**src/rtl/uart_pkg.sv**
```systemverilog
// Shared definitions for the UART transmit scheduler: FSM state encoding,
// byte width and the default write-acceptance timeout.
package uart_pkg;

   localparam int UART_DW             = 8;
   localparam int ACC_TIMEOUT_DEFAULT = 16;

   typedef enum logic [1:0] {
      IDLE     = 2'd0,
      WRITE    = 2'd1,
      WAIT_ACC = 2'd2,
      WAIT_RDY = 2'd3
   } sched_state_t;

endpackage

```
**src/rtl/uart_rr_arb.sv**
```systemverilog
// Combinational round-robin picker: the first set req bit searching upward
// from last_gnt+1 with wrap-around wins.
module uart_rr_arb
   import uart_pkg::*;
#(
   parameter  int NREQ = 4,
   localparam int IW   = $clog2(NREQ)
) (
   input  logic [NREQ-1:0] req,
   input  logic [IW-1:0]   last_gnt,
   output logic [NREQ-1:0] win_oh,
   output logic [IW-1:0]   win_idx,
   output logic            any
);

   logic [IW-1:0] idx;

   // Walk offsets from farthest to nearest so the nearest requester overwrites.
   always_comb begin
      win_oh  = '0;
      win_idx = '0;
      any     = 1'b0;
      idx     = '0;
      for (int k = NREQ; k >= 1; k--) begin
         idx = IW'((int'(last_gnt) + k) % NREQ);
         if (req[idx]) begin
            win_oh      = '0;
            win_oh[idx] = 1'b1;
            win_idx     = idx;
            any         = 1'b1;
         end
      end
   end

endmodule

```
**src/rtl/uart_tx_sched.sv**
```systemverilog
// Round-robin scheduler sharing one uart_tx among NREQ byte sources.
// Optional acceptance timeout: define UART_TX_SCHED_TIMEOUT_EN.
module uart_tx_sched
   import uart_pkg::*;
#(
   parameter  int NREQ        = 4,
   parameter  int ACC_TIMEOUT = ACC_TIMEOUT_DEFAULT,
   localparam int IW          = $clog2(NREQ)
) (
   input  logic                    mclkx16,
   input  logic                    reset,
   input  logic [NREQ-1:0]         req,
   input  logic [NREQ*UART_DW-1:0] req_data,
   output logic [NREQ-1:0]         gnt,
   output logic                    tx_write,
   output logic [UART_DW-1:0]      tx_data,
   input  logic                    tx_rdy,
   output logic                    busy,
   output logic [IW-1:0]           last_gnt,
   output logic                    timeout_err
);

   sched_state_t       state, state_nxt;
   logic [NREQ-1:0]    win_oh;
   logic [IW-1:0]      win_idx;
   logic               any;
   logic               take;
   logic               acc_expired;
   logic [UART_DW-1:0] win_byte;

   uart_rr_arb #(.NREQ(NREQ)) u_arb (
      .req      (req),
      .last_gnt (last_gnt),
      .win_oh   (win_oh),
      .win_idx  (win_idx),
      .any      (any)
   );

   always_comb begin
      win_byte = '0;
      for (int i = 0; i < NREQ; i++) begin
         if (win_oh[i]) win_byte = req_data[UART_DW*i +: UART_DW];
      end
   end

`ifdef UART_TX_SCHED_TIMEOUT_EN
   localparam int CW = $clog2(ACC_TIMEOUT + 1);
   logic [CW-1:0] acc_cnt;

   assign acc_expired = (state == WAIT_ACC) && tx_rdy && (acc_cnt == CW'(ACC_TIMEOUT - 1));

   // Counter restarts on every entry to WAIT_ACC; the error flag is sticky until reset.
   always_ff @(posedge mclkx16) begin
      if (!reset) begin
         acc_cnt     <= '0;
         timeout_err <= 1'b0;
      end else begin
         if (state != WAIT_ACC) acc_cnt <= '0;
         else if (tx_rdy)       acc_cnt <= acc_cnt + 1'b1;
         if (acc_expired) timeout_err <= 1'b1;
      end
   end
`else
   logic unused_acc_timeout;
   assign unused_acc_timeout = (ACC_TIMEOUT != 0);
   assign acc_expired        = 1'b0;
   assign timeout_err        = 1'b0;
`endif

   always_comb begin
      state_nxt = state;
      take      = 1'b0;
      case (state)
         IDLE: begin
            if (tx_rdy && any) begin
               state_nxt = WRITE;
               take      = 1'b1;
            end
         end
         WRITE:    state_nxt = WAIT_ACC;
         WAIT_ACC: begin
            if (!tx_rdy)          state_nxt = WAIT_RDY;
            else if (acc_expired) state_nxt = IDLE;
         end
         WAIT_RDY: if (tx_rdy) state_nxt = IDLE;
         default:  state_nxt = IDLE;
      endcase
   end

   // gnt/tx_write are loaded only on the arbitration edge, so they are one-cycle pulses.
   always_ff @(posedge mclkx16) begin
      if (!reset) begin
         state    <= IDLE;
         gnt      <= '0;
         tx_write <= 1'b0;
         tx_data  <= '0;
         last_gnt <= IW'(NREQ - 1);
      end else begin
         state    <= state_nxt;
         gnt      <= take ? win_oh : '0;
         tx_write <= take;
         if (take) begin
            tx_data  <= win_byte;
            last_gnt <= win_idx;
         end
      end
   end

   assign busy = (state != IDLE);

endmodule

```
**config.mk**
```make
export PLATFORM = sky130hd
export DESIGN_NAME = uart_tx_sched
export DESIGN_NICKNAME = d
export VERILOG_FILES = /design/src/rtl/uart_pkg.sv /design/src/rtl/uart_rr_arb.sv /design/src/rtl/uart_tx_sched.sv
export SDC_FILE = /design/constraint.sdc
export NUM_CORES = 1
export LEC_CHECK = 0
export ABC_CLOCK_PERIOD_IN_PS = 6700
export BUFFER_PORTS_ARGS = -buffer_cell sky130_fd_sc_hd__buf_2
export CAP_MARGIN = 20
export CORE_AREA = 4 4 73 48
export DETAILED_ROUTE_END_ITERATION = 16
export DIE_AREA = 0 0 77 52
export HOLD_SLACK_MARGIN = 0.05
export MAX_ROUTING_LAYER = met4
export PLACE_DENSITY = 0.83
export SLEW_MARGIN = 10
export SYNTH_ARGS = -nofsm -noshare
export SYNTH_HDL_FRONTEND = slang
export SYNTH_SLANG_ARGS = --single-unit
```
**constraint.sdc**
```tcl
create_clock -name mclkx16 -period 6.7 [get_ports mclkx16]
set_clock_uncertainty 0.05 [all_clocks]
set_input_delay 0.335 -clock mclkx16 [delete_from_list [all_inputs] [get_ports mclkx16]]
set_output_delay 0.335 -clock mclkx16 [all_outputs]
set_load 0.005 [all_outputs]
```
==> metrics, run 1 <==
most common flop cell mapped by yosys dfxtp_1; CTS H-tree lvls 1; DR vias 1474; sw frac 49.2%; P_leak 0.000831 uW; run status finished clean; Ant. Diodes 0; worst-path maximum fanout 21; period utilization 55.2%; DP HPWL 2.99 mm; Avg WL per Cell 14.9 um; CTS Buf Count 3; Die H 52 um; final net count 277; Min-Delay Path Class input pin to register; Total Wirelength 3.88 mm; GR Overflow Total 0; Synth Cell Area 0.00145 mm^2; syn_nets 229; clk sink count 17; commonest non-fill, non-tap cells in the layout buf_2, nand2_1, dfxtp_1; Hold Worst Slack 284 ps; GR Util All Layers 19.6%; Combinational Power Share 70.4%; final-report setup violation count 0; PortBufs 54; Clk pwr share 9.0%; Peak VDD IR 295 uV; First-pass DRT Iterations 4; setup TNS 0 ps; first-pass GRT wire length 6.14 mm; CTS tree built; Synth Register Bits 17; Worst-Skew Late Latency 250 ps; worst path required time 6830 ps; Pwr Total 871 uW; setup bufs post-CTS 0; Netlist cell types 46; FMAX 271 MHz; RePlAce Congestion 0.905; Avg Vias per Cell 5.67; Setup crit end kind register; largest net degree at the start of global routing 22; core area 0.00280 mm^2; antenna viol nets, final 0; die width 77 um; Avg Synthesized Cell Area 8.09 um^2; initial DRC count 81; internal power 443 uW; Setup Crit Path Kind register to register; post-synthesis cell count 179; most common cell after layout, fill and taps aside buf_2; count of pins over their slew limit 0; async set or reset register ratio after synthesis 0%; Startpoint Class register; crit path DAT 3830 ps; fraction of layout cells with a size suffix above 1 31.0%; number of gates resized after cts 0; final core utilization 62.3%; row count 15; Root Buffer Master clkbuf_8; final hold vios 0; area delta synth->final 20.2%; worst relative slew slack 53.9%; initial antenna violation count 0; Die ar. 0.00400 mm^2; RSZ-0062 raised after global routing no; # hold bufs at CTS 0; Starting Density 51.8%; post-synthesis sequential area ratio 23.5%; Slew @ Worst Pin 691 ps; residual DRC count 0; crit path time final 3700 ps; sequential fraction of design power 20.6%; Ys Warns 0; Top Ports 56; clock slew at reported path FFs 70 ps; max cap viols 0; Post-synth EDFFs 0; Max Root-Sink Buffers 2; placed instance count 256; sw power 428 uW; vias in the first global route 1357; Power per Cell Area 500 mW/mm^2; Layout Cells excl Fill 260
[path summary, 6_finish.rpt]
kind	from	endpoint	slack [ps]	depth (start not counted)
min	req_data[30]	tx_data[6]$_SDFFE_PN0P_	280	3
max	last_gnt[0]$_SDFFE_PN1P_	tx_data[4]$_SDFFE_PN0P_	3000	9
min reg2reg	tx_data[6]$_SDFFE_PN0P_	tx_data[6]$_SDFFE_PN0P_	490	2
max reg2reg	last_gnt[0]$_SDFFE_PN1P_	tx_data[4]$_SDFFE_PN0P_	3000	9
[metal layers]
| layer | vias up | track usage, % | wire length, um |
|---|---|---|---|
| met1 | 668 | 24.7 | 1790 |
| met2 | 59 | 32.2 | 1770 |
| met3 | 4 | 5.88 | 298 |
| met4 | 0 | 2.66 | 24 |
| met5 | - | - | 0 |
| li1 | 743 | - | - |
[area by class of cell]
class                      count  area, um^2
timing repair buffer          54         270
tap                           34        42.5
sequential                    17         340
clock buffer                   3        41.3
inverter                      12        45.0
multi-input combinational    139         997
clock inverter                 1        5.00
fill                         257        1050
[per-stage QoR]
step	worst slack, ps	instance area, um^2
2_1_floorplan	3750	1450
3_3_place_gp	3180	1700
3_5_place_dp	3030	1700
4_1_cts	3020	1740
5_1_grt	2730	1740
6_report	3000	1740
[state kept, by name, summed over array words and instances, names as in the netlist]
| name | cells |
|---|---|
| tx_data | 8 |
| tx_write | 1 |
| last_gnt | 2 |
| state | 2 |
| gnt | 4 |
[cell usage after synthesis, types with 3 or more instances]
| library cell | instances | share of area (%) |
|---|---|---|
| clkbuf_1 | 5 | 1.3 |
| nor2b_1 | 3 | 1.3 |
| mux2i_1 | 5 | 3.5 |
| o211ai_1 | 3 | 1.6 |
| inv_1 | 11 | 2.8 |
| nand2b_1 | 3 | 1.3 |
| nor2_1 | 12 | 3.1 |
| mux4_2 | 3 | 4.7 |
| nand3_1 | 10 | 3.5 |
| o21ai_0 | 11 | 3.8 |
| dfxtp_1 | 17 | 23 |
| nand2_1 | 27 | 7.0 |
| and3_1 | 6 | 2.6 |
| a31oi_1 | 9 | 3.9 |
| a311o_1 | 8 | 5.5 |
| ha_1 | 11 | 9.5 |
[power groups by stage]
stage / combinational [uW] / clock [uW] / sequential (uW)
after floorplan: 509 / 0 / 166
after global placement: 595 / 0 / 180
after detailed placement: 607 / 0 / 182
after CTS: 609 / 79.8 / 180
after global routing: 674 / 84.7 / 187
final: 613 / 78.2 / 180
[critical path: stages (launching register included)]
cell	delay, ps
dfxtp_1	760
inv_1	320
ha_1	520
mux4_2	670
a21oi_1	170
o311ai_1	180
o21ai_4	320
nand3_1	120
a311o_1	330
a31oi_1	180
[cell families after synthesis]
family	synth area share, %
xor gates and xnor gates	0.605
AOI/OAI and AO/OA	28.3
adders and majority gates	9.50
DFF	23.5
buffers and inverters	7.68
other	0.259
and+or+nand+nor	20.5
muxes	9.67
No activity file was read; power rests on OpenSTA's default activity.
==> run 2, diff against run 1 <==
Settings changed: ABC_AREA set to 1, ABC_CLOCK_PERIOD_IN_PS 6700 to 3600, CORE_AREA 4 4 73 48 to 4 4 78 51, DIE_AREA 0 0 77 52 to 0 0 82 55, PLACE_DENSITY 0.83 to 0.77.
Clock period 6.7 ns to 3.6 ns, I/O delays scaled along.
==> metrics, run 2 <==
Ant. Diodes 0; Peak VDD IR 546 uV; antenna viol nets, final 0; worst path required time 3740 ps; Area contributors post-synth dfxtp_1, nand2_1, nand3_1, ha_1, inv_1; worst relative slew slack 59.3%; FMAX 321 MHz; Top Ports 56; Post-synth EDFFs 0; largest net degree at the start of global routing 17; Worst-Skew Late Latency 250 ps; post-synthesis cell count 254; Ys Warns 0; Critical R2R Launch last_gnt[0]$_SDFFE_PN1P_; area delta synth->final 19.9%; clk sink count 17; r2r endpoint gnt[3]$_SDFF_PN0_; Power per Cell Area 1190 mW/mm^2; hold path start reset; CTS Buf Count 3; Netlist cell types 26; # hold bufs at CTS 0; worst-path maximum fanout 16; max cap viols 0; most common flop cell mapped by yosys dfxtp_1; CP max-delay cell dfxtp_1; commonest non-fill, non-tap cells in the layout nand2_1, buf_2, nand3_1; most common cell after layout, fill and taps aside nand2_1; slowest stage delay, CP 650 ps; Total Wirelength 4.20 mm; Die ar. 0.00451 mm^2; Avg Vias per Cell 4.81; Yosys top cell area share 21.8%; Biggest register tx_data; Synth top cells by count nand2_1, nand3_1, inv_1; cell with the most instances after synthesis nand2_1; leading area contributor after synthesis dfxtp_1; clock slew at reported path FFs 70 ps; number of gates resized after cts 0; Synth Register Bits 17; Startpoint Class register; Min-Delay Path Class input pin to register; Starting Density 48.7%; initial DRC count 84; Layout Cells excl Fill 350; Largest regs tx_data (8), gnt (4); crit path DAT 3250 ps; first-pass GRT wire length 6.88 mm; Hold Path Cell Cnt 3; R2R Setup Slk 490 ps; Die H 55 um; Slew @ Worst Pin 608 ps; final hold vios 0; GR Overflow Total 0; initial antenna violation count 0; Setup Crit Path Kind register to register; GR Util All Layers 20.5%; period utilization 86.5%; fraction of layout cells with a size suffix above 1 24.9%; grt peak-use layer met1; post-synthesis sequential area ratio 21.8%; async set or reset register ratio after synthesis 0%; Avg Synthesized Cell Area 6.14 um^2; Largest register FFs 8; setup TNS 0 ps; final-report setup violation count 0; CTS tree built; placed instance count 346; First-pass DRT Iterations 4; vias in the first global route 1523; Setup crit end kind register; P_leak 0.00108 uW; RSZ-0062 raised after global routing no; PortBufs 54; GR Layer Usage met3 3.72%; CP cell instances inv_2 > ha_1 > inv_1 > nand3_2 > nand2_2 > nor2_4 > nand3_1 > nand2_1 > nor2_1 > inv_1 > nor2_1 > inv_1 > nor2_1; residual DRC count 0; RePlAce Congestion 0.972; final net count 356; syn_nets 304; met2 usage 28.0%; DR vias 1685; Synth Cell Area 0.00156 mm^2; hold endpoint tx_data[6]$_SDFFE_PN0P_; Avg WL per Cell 12.0 um; run status finished clean; CTS H-tree lvls 1; GR Util met1 30.8%; row count 16; count of pins over their slew limit 0; core area 0.00320 mm^2; setup bufs post-CTS 0; multi-input logic area 0.00101 mm^2; Max Root-Sink Buffers 2; fillers 323; DP HPWL 3.47 mm; Root Buffer Master clkbuf_8; die width 82 um; worst reg2reg path depth 13; register area 340 um^2; crit path time final 3110 ps
## run 2: cell types whose count changed in the layout (fill, tap and decap cells not counted), sizes merged, moves of 4 or more
cell / previous run / this run
inv: 12 / 37
mux2i: 5 / 1
nand3: 10 / 50
o22ai: 4 / 0
and3: 6 / 0
a21oi: 3 / 12
a31oi: 9 / 0
a311o: 8 / 0
nand2: 27 / 83
o21ai: 13 / 17
## run 2: where the power goes
part | internal, uW | switching, uW
Sequential | 256 | 60.8
Combinational | 579 | 1190
Clock | 76.7 | 63.7
Total | 912 | 1320
## run 2: cells by family after synthesis
group	Yosys count	synth area share [%]
AND/OR/NAND/NOR	146	44.2
multiplexers	1	0.642
other	1	0.241
AO/OA/AOI/OAI	32	10.8
buffers and inverters	46	13.4
flip-flops	17	21.8
adder cells (fa/ha/maj)	11	8.83
## run 2: area by class of cell
| type | instances | share of cell area [%] |
|---|---|---|
| well taps | 45 | 3.01 |
| inverters | 39 | 7.83 |
| flip-flops and latches | 17 | 18.2 |
| multi-input cells | 191 | 54.0 |
| clock inverters | 1 | 0.268 |
| repair buffers | 54 | 14.5 |
| clock buffers | 3 | 2.21 |
## run 2: layer usage
metal  share of wire [%]  wire (um)
met5                   0          0
met4                0.69         29
met3                 9.3        391
met2                  36       1490
met1                  54       2280
## run 2: how the worst max path moves through the flow
stage,startpoint,endpoint,slack (ps),cells after the start
3_5_place_dp,last_gnt[0]$_SDFFE_PN1P_,gnt[3]$_SDFF_PN0_,560,13
2_1_floorplan,last_gnt[1]$_SDFFE_PN1P_,tx_data[2]$_SDFFE_PN0P_,1330,14
6_report,last_gnt[0]$_SDFFE_PN1P_,gnt[3]$_SDFF_PN0_,490,13
4_1_cts,last_gnt[0]$_SDFFE_PN1P_,gnt[3]$_SDFF_PN0_,510,13
5_1_grt,last_gnt[0]$_SDFFE_PN1P_,gnt[2]$_SDFF_PN0_,50,13
3_3_place_gp,last_gnt[0]$_SDFFE_PN1P_,gnt[1]$_SDFF_PN0_,700,13
## run 2: stage by stage
| stage | hold WS, ps | power [uW] | utilization, % | setup WS, ps | instance area (um^2) |
|---|---|---|---|---|---|
| after global routing | 161 | 2510 | 58.4 | 48.3 | 1870 |
| after CTS | 148 | 2220 | 58.4 | 509 | 1870 |
| after floorplan | 268 | 1760 | - | 1330 | 1560 |
| after global placement | 402 | 2070 | 56.9 | 696 | 1820 |
| after detailed placement | 403 | 2070 | 56.9 | 555 | 1820 |
| final | 158 | 2230 | 58.4 | 485 | 1870 |
## run 2: critical path, delay by kind of cell, from the launching register on
kind          cells  cell delay (ps)
fa+ha+maj         1              420
buf+inv           4              720
flops             1              650
simple gates      8             1190
